### src/rtl/gpu_pkg.sv
// gpu_pkg: display_type codes, layer classes, palette and fixed colours shared by the pixel fetch path.
package gpu_pkg;

  typedef enum logic [2:0] {BG, SPRITE, DIM, PANEL, UNKNOWN} pix_class_e;

  localparam logic [7:0] DT_BG    = 8'h00;
  localparam logic [7:0] DT_DIM   = 8'h32;
  localparam logic [7:0] DT_PANEL = 8'h34;

  localparam logic [23:0] PANEL_RGB = 24'h403020;
  localparam logic [23:0] DEBUG_RGB = 24'hFF00FF;

  localparam logic [23:0] PALETTE [16] = '{
    24'h000000, 24'hFFFFFF, 24'hFF0000, 24'h204080,
    24'h00FF00, 24'h0000FF, 24'hFFFF00, 24'h00FFFF,
    24'hFF00FF, 24'h808080, 24'hC0C0C0, 24'h800000,
    24'h008000, 24'h000080, 24'h808000, 24'h008080
  };

  function automatic pix_class_e classify(input logic [7:0] dt);
    case (dt)
      DT_BG:    return BG;
      8'h01, 8'h04, 8'h05, 8'h0F, 8'h10,
      8'h20, 8'h30, 8'h31, 8'h33, 8'h35: return SPRITE;
      DT_DIM:   return DIM;
      DT_PANEL: return PANEL;
      default:  return UNKNOWN;
    endcase
  endfunction

endpackage

### src/rtl/palette_lut.sv
// palette_lut: combinational 4-bit palette index to 24-bit RGB lookup.
//   idx_i : palette index
//   rgb_o : {R,G,B} colour
module palette_lut
  import gpu_pkg::*;
(
  input  logic [3:0]  idx_i,
  output logic [23:0] rgb_o
);
  assign rgb_o = PALETTE[idx_i];
endmodule

### src/rtl/pixel_fetch_unit.sv
// pixel_fetch_unit: registers GPU pixel requests, drives background/sprite ROMs and merges the
// returned palette indices into 24-bit RGB through a fixed 3-cycle pipeline.
//   Clk, Reset_n                 : clock, async active-low reset
//   pix_valid, blank, DrawX/Y    : pixel request and coordinate
//   display_type, read_address   : GPU layer code and sprite-local address
//   bg_addr/bg_data              : background ROM port (1-cycle read)
//   sprite_rd/sel/addr/data      : sprite ROM port (1-cycle read)
//   Red/Green/Blue, rgb_valid    : output colour and qualifier
//   unknown_cnt                  : saturating count of unknown layer codes
module pixel_fetch_unit
  import gpu_pkg::*;
#(
  parameter int SPRITE_AW = 19,
  parameter int CNT_W     = 16
) (
  input  logic                 Clk,
  input  logic                 Reset_n,
  input  logic                 pix_valid,
  input  logic                 blank,
  input  logic [9:0]           DrawX,
  input  logic [9:0]           DrawY,
  input  logic [7:0]           display_type,
  input  logic [SPRITE_AW-1:0] read_address,
  output logic [18:0]          bg_addr,
  input  logic [3:0]           bg_data,
  output logic                 sprite_rd,
  output logic [7:0]           sprite_sel,
  output logic [SPRITE_AW-1:0] sprite_addr,
  input  logic [3:0]           sprite_data,
  output logic [7:0]           Red,
  output logic [7:0]           Green,
  output logic [7:0]           Blue,
  output logic                 rgb_valid,
  output logic [CNT_W-1:0]     unknown_cnt
);

  // S1: request register, also the ROM address/select outputs
  logic                 v1_q, blank1_q;
  pix_class_e           cls1_q, cls_in;
  logic [18:0]          bg_addr_q;
  logic                 sprite_rd_q;
  logic [7:0]           sprite_sel_q;
  logic [SPRITE_AW-1:0] sprite_addr_q;
  // M: tags travelling alongside the ROM read
  logic                 v2_q, blank2_q;
  pix_class_e           cls2_q;
  // S2: returned palette indices
  logic                 v3_q, blank3_q;
  pix_class_e           cls3_q;
  logic [3:0]           bg_idx_q, sp_idx_q;
  // S3: colour and counter
  logic [23:0]          rgb_q, rgb_d, bg_rgb, sp_rgb, dim_rgb;
  logic                 rgb_valid_q;
  logic [CNT_W-1:0]     cnt_q, cnt_d;

  assign cls_in = classify(display_type);

  palette_lut u_bg_lut (.idx_i(bg_idx_q), .rgb_o(bg_rgb));
  palette_lut u_sp_lut (.idx_i(sp_idx_q), .rgb_o(sp_rgb));

  assign dim_rgb = {1'b0, bg_rgb[23:17], 1'b0, bg_rgb[15:9], 1'b0, bg_rgb[7:1]};

  always_comb begin
    rgb_d = !v3_q                ? rgb_q :
            blank3_q             ? 24'h000000 :
            cls3_q == BG         ? bg_rgb :
            cls3_q == SPRITE     ? (sp_idx_q != 4'd0 ? sp_rgb : bg_rgb) :
            cls3_q == DIM        ? dim_rgb :
            cls3_q == PANEL      ? PANEL_RGB : DEBUG_RGB;
    cnt_d = (v3_q && !blank3_q && cls3_q == UNKNOWN && !(&cnt_q)) ? cnt_q + CNT_W'(1) : cnt_q;
  end

  always_ff @(posedge Clk or negedge Reset_n) begin
    if (!Reset_n) begin
      v1_q          <= 1'b0;
      blank1_q      <= 1'b0;
      cls1_q        <= BG;
      bg_addr_q     <= '0;
      sprite_rd_q   <= 1'b0;
      sprite_sel_q  <= '0;
      sprite_addr_q <= '0;
      v2_q          <= 1'b0;
      blank2_q      <= 1'b0;
      cls2_q        <= BG;
      v3_q          <= 1'b0;
      blank3_q      <= 1'b0;
      cls3_q        <= BG;
      bg_idx_q      <= '0;
      sp_idx_q      <= '0;
      rgb_q         <= '0;
      rgb_valid_q   <= 1'b0;
      cnt_q         <= '0;
    end else begin
      v1_q        <= pix_valid;
      sprite_rd_q <= pix_valid && cls_in == SPRITE;
      if (pix_valid) begin
        blank1_q      <= blank;
        cls1_q        <= cls_in;
        // 479*640+639 fits in 19 bits, so no wrap handling is needed
        bg_addr_q     <= 19'(DrawY) * 19'd640 + 19'(DrawX);
        sprite_sel_q  <= display_type;
        sprite_addr_q <= read_address;
      end
      v2_q        <= v1_q;
      blank2_q    <= blank1_q;
      cls2_q      <= cls1_q;
      v3_q        <= v2_q;
      blank3_q    <= blank2_q;
      cls3_q      <= cls2_q;
      bg_idx_q    <= bg_data;
      sp_idx_q    <= sprite_data;
      rgb_q       <= rgb_d;
      rgb_valid_q <= v3_q;
      cnt_q       <= cnt_d;
    end
  end

  assign bg_addr     = bg_addr_q;
  assign sprite_rd   = sprite_rd_q;
  assign sprite_sel  = sprite_sel_q;
  assign sprite_addr = sprite_addr_q;
  assign {Red, Green, Blue} = rgb_q;
  assign rgb_valid   = rgb_valid_q;
  assign unknown_cnt = cnt_q;

endmodule

### config.mk
export PLATFORM = sky130hd
export DESIGN_NAME = pixel_fetch_unit
export DESIGN_NICKNAME = d
export VERILOG_FILES = /design/src/rtl/gpu_pkg.sv /design/src/rtl/palette_lut.sv /design/src/rtl/pixel_fetch_unit.sv
export SDC_FILE = /design/constraint.sdc
export NUM_CORES = 1
export LEC_CHECK = 0
export BUFFER_PORTS_ARGS = -buffer_cell sky130_fd_sc_hd__buf_2
export CORE_ASPECT_RATIO = 0.9
export CORE_UTILIZATION = 45
export DETAILED_ROUTE_END_ITERATION = 10
export PLACE_DENSITY_LB_ADDON = 0.3
export SYNTH_ARGS = -nofsm -noshare
export SYNTH_HDL_FRONTEND = slang
export SYNTH_HIERARCHICAL = 1
export SYNTH_SLANG_ARGS = --single-unit
### constraint.sdc
create_clock -name Clk -period 6.3 [get_ports Clk]
set_clock_uncertainty 0.05 [all_clocks]
set_input_delay 0.63 -clock Clk [delete_from_list [all_inputs] [get_ports Clk]]
set_output_delay 0.63 -clock Clk [all_outputs]
set_load 0.02 [all_outputs]
==> results.md <==
* Routed via count at 4604
* Cts bufs inserted at 9
* Post-synth top area share at 0.451
* Top post-synthesis cells by count: 111 x dfrtp_1, 47 x nor2_1, 43 x mux2_2
* Worst R2R Start: v3_q$_DFF_PN0_
* CTS Sinks at 111
* RR Endpoint: unknown_cnt[11]$_DFFE_PN0P_
* Multi-input logic area at 2860 um2
* Pin count of the biggest net entering global routing at between 60 and 70
* CTS tree: built
* Total power at roughly 0.0019 W
* Total nets after synthesis at slightly below 700
* Critical Path Start Type: flop
* Fill cells at 1220
* Slew margin rel. at 0.350
* EDFF count, synth at 0
* Tightest Pin Transition at about 0.97 ns
* Most common cell in the netlist: dfrtp_1
* Fin crit period at about 3.2 ns
* Initial DRC Count at ~270
* Die Y at 113 um
* Hold-fix buffers at CTS at 0
* Die X at 125 um
* Sequential area share after synthesis at 0.451
* H-Tree Depth at 3
* DRC viols at 7
* Mean Syn Cell Area at slightly above 10 um2
* Crit-path max cell delay at 0.94 ns
* CP cell instances: nor2b_1 -> nand3_4 -> or4_4 -> or2_1 -> nor2_2 -> xor2_1
* Worst Setup Path Type: flop to flop
* Bufs on Longest Clock Path at 2
* Area of the die at about 14000 um2
* Post-synth cell types at 61
* Root buf cell: clkbuf_16
* Overall Global Routing Usage at 0.192
* HPWL after detailed placement at 9480 um
* RSZ-0062 raised after global routing: false
* Fraction of layout cells with a size suffix above 1 at 0.315
* Async S/R FF share, synth at 1.00
* Final nets at ~790
* Row count at 40
* Setup crit end kind: flop
* FF+latch area at approximately 2800 um2
* Vias in the first global route at between 4000 and 5000
* GP Congestion at 0.799
* Crit path arrival time at approximately 3.5 ns
* WL final at between 10000 and 15000 um
* Peak supply drop at between 0.00015 and 0.0002 V
* Synth area leaders: dfrtp_1 45%, mux2_2 7.9%, ha_1 6.1%
* Routed WL per cell at between 10 and 15 um
* Syn-to-layout area delta at 14.6%
* # port buffers at between 100 and 150
* Global-route wire length before repair at 21800 um
* Max Cap Viol at 0
* Pleak at around 3.3 nW
* FF+latch count, synth at about 110
* Drt via density at around 5.3
* Cell area after synthesis at approximately 6200 um2
* Worst R2R Path Depth at 6
* Core area at approximately 13000 um2
* Area leader, netlist: dfrtp_1
* Setup TNS at 0 ns
* Clk pin slew, worst setup/hold paths at approximately 0.07 ns
* Post-CTS Setup Bufs at 0
* Drt pass-1 iters at 8
* Pwr/cell area at ~260 nW/um2
* IO Count at between 100 and 150
* Outcome: finished, violations left
* N_diodes at 0
* WP buf/inv at 0
* Initial antenna violation count at 0
* Endpoints failing hold at 0
* Starting Density at 0.460
* Crit-path leading delay family: simple AND/OR/NAND/NOR gates
* Peak Freq at slightly above 300 MHz
* Final slew viol count at 0
* Failing checks: DRC
* Post_cts resized at 0
* Routed Antenna Nets at 0
* Synth warn at 6
* CP max-delay cell: dfrtp_1
* GRT Residual Overflow at 0
* CP Max Fanout at 31
* Critical Path RT at 6.52 ns
* Period utilisation layout at 0.513
* Final setup fails at 0
* Top FF cell, synth: dfrtp_1
* Hold Path Class: input pin to async pin
* Clock latency on the worst-skew pair at approximately 0.35 ns
* Mapped Cells at between 500 and 600
* Flop-to-flop setup slack at slightly above 3 ns
[area by class of cell]
type / count / share of cell area
inverter: 42 / 0.0231
clock inverter: 6 / 0.00745
timing repair buffer: 149 / 0.107
clock buffer: 10 / 0.0339
sequential: 111 / 0.394
tap: 168 / 0.0298
multi-input combinational: 389 / 0.405
[metal layers]
| layer | share of wire | track usage | wire length [um] | vias to the layer above |
|---|---|---|---|---|
| met2 | 0.49 | 0.325 | 6280 | 101 |
| met5 | 0 | 0 | 0 | - |
| li1 | - | - | - | 2292 |
| met4 | 0.017 | 0.0707 | 222 | 0 |
| met3 | 0.047 | 0.0534 | 599 | 21 |
| met1 | 0.45 | 0.235 | 5730 | 2190 |
[worst max-delay path by stage]
stage | startpoint | to | slack [ns] | cells past startpoint
5_1_grt | v3_q$_DFF_PN0_ | unknown_cnt[11]$_DFFE_PN0P_ | 2.85 | 6
4_1_cts | v3_q$_DFF_PN0_ | unknown_cnt[11]$_DFFE_PN0P_ | 3.07 | 6
6_report | v3_q$_DFF_PN0_ | unknown_cnt[11]$_DFFE_PN0P_ | 3.07 | 6
3_5_place_dp | DrawY[1] | bg_addr[18]$_DFFE_PN0P_ | 3.02 | 10
3_3_place_gp | DrawY[1] | bg_addr[18]$_DFFE_PN0P_ | 3.07 | 10
2_1_floorplan | DrawY[1] | bg_addr[18]$_DFFE_PN0P_ | 3.35 | 9
[flip-flops by register name, indices dropped and copies added (netlist names)]
signal	cells
bg_addr	19
bg_idx_q	4
blank1_q	1
blank2_q	1
blank3_q	1
cls1_q	3
cls2_q	3
cls3_q	3
rgb_q	24
rgb_valid	1
sp_idx_q	4
sprite_addr	19
sprite_rd	1
sprite_sel	8
unknown_cnt	16
v1_q	1
v2_q	1
v3_q	1
[cell usage in the layout (no fill, tap or decap), types with 8 or more instances in the layout]
master       n
dfrtp_1    111
ha_1        30
mux2_2      43
xnor2_1     13
clkbuf_16    9
nor2b_1     18
xor2_1      13
inv_1       41
nand3_1     13
nand2b_1     8
o21ai_0     21
nor3_1       8
nand2_1     29
o221ai_1    14
buf_2      145
o22ai_1     21
a21oi_1     28
nor2_1      47
mux2i_1     11
[where the power goes]
| group | internal, W | switching [W] | total (W) | leakage [nW] |
|---|---|---|---|---|
| registers | 0.000790 | 0.0000655 | 0.000856 | 1.35 |
| clock network | 0.000285 | 0.000273 | 0.000558 | 0.137 |
| logic | 0.000181 | 0.000274 | 0.000456 | 1.82 |
| total | 0.00126 | 0.000612 | 0.00187 | 3.31 |
[stage by stage]
step,cell area [um2],util,hold slack [ns],cells,setup slack (ns)
after floorplan,6150,-,0.281,595,3.35
after global placement,6760,0.506,0.284,859,3.07
after detailed placement,6760,0.506,0.285,859,3.02
after CTS,7050,0.528,0.229,875,3.07
after global routing,7050,0.528,0.269,875,2.85
final,7050,0.528,0.219,875,3.07
[worst reg2reg max path: cells and delay by family (launching register included)]
kind	cells	cell delay [ns]
flip-flops	1	0.94
XOR/XNOR	1	0.16
AND/OR/NAND/NOR	5	2.01
[logic make-up after synthesis]
kind of cell             after synthesis  synth area share
AO/OA/AOI/OAI                        130             0.143
XOR/XNOR                              26            0.0370
adder cells (fa/ha/maj)               32            0.0675
buffers and inverters                 95            0.0846
flip-flops                           111             0.451
multiplexers                          54            0.0966
AND/OR/NAND/NOR                      147             0.120
(Power assumes the default switching activity.)
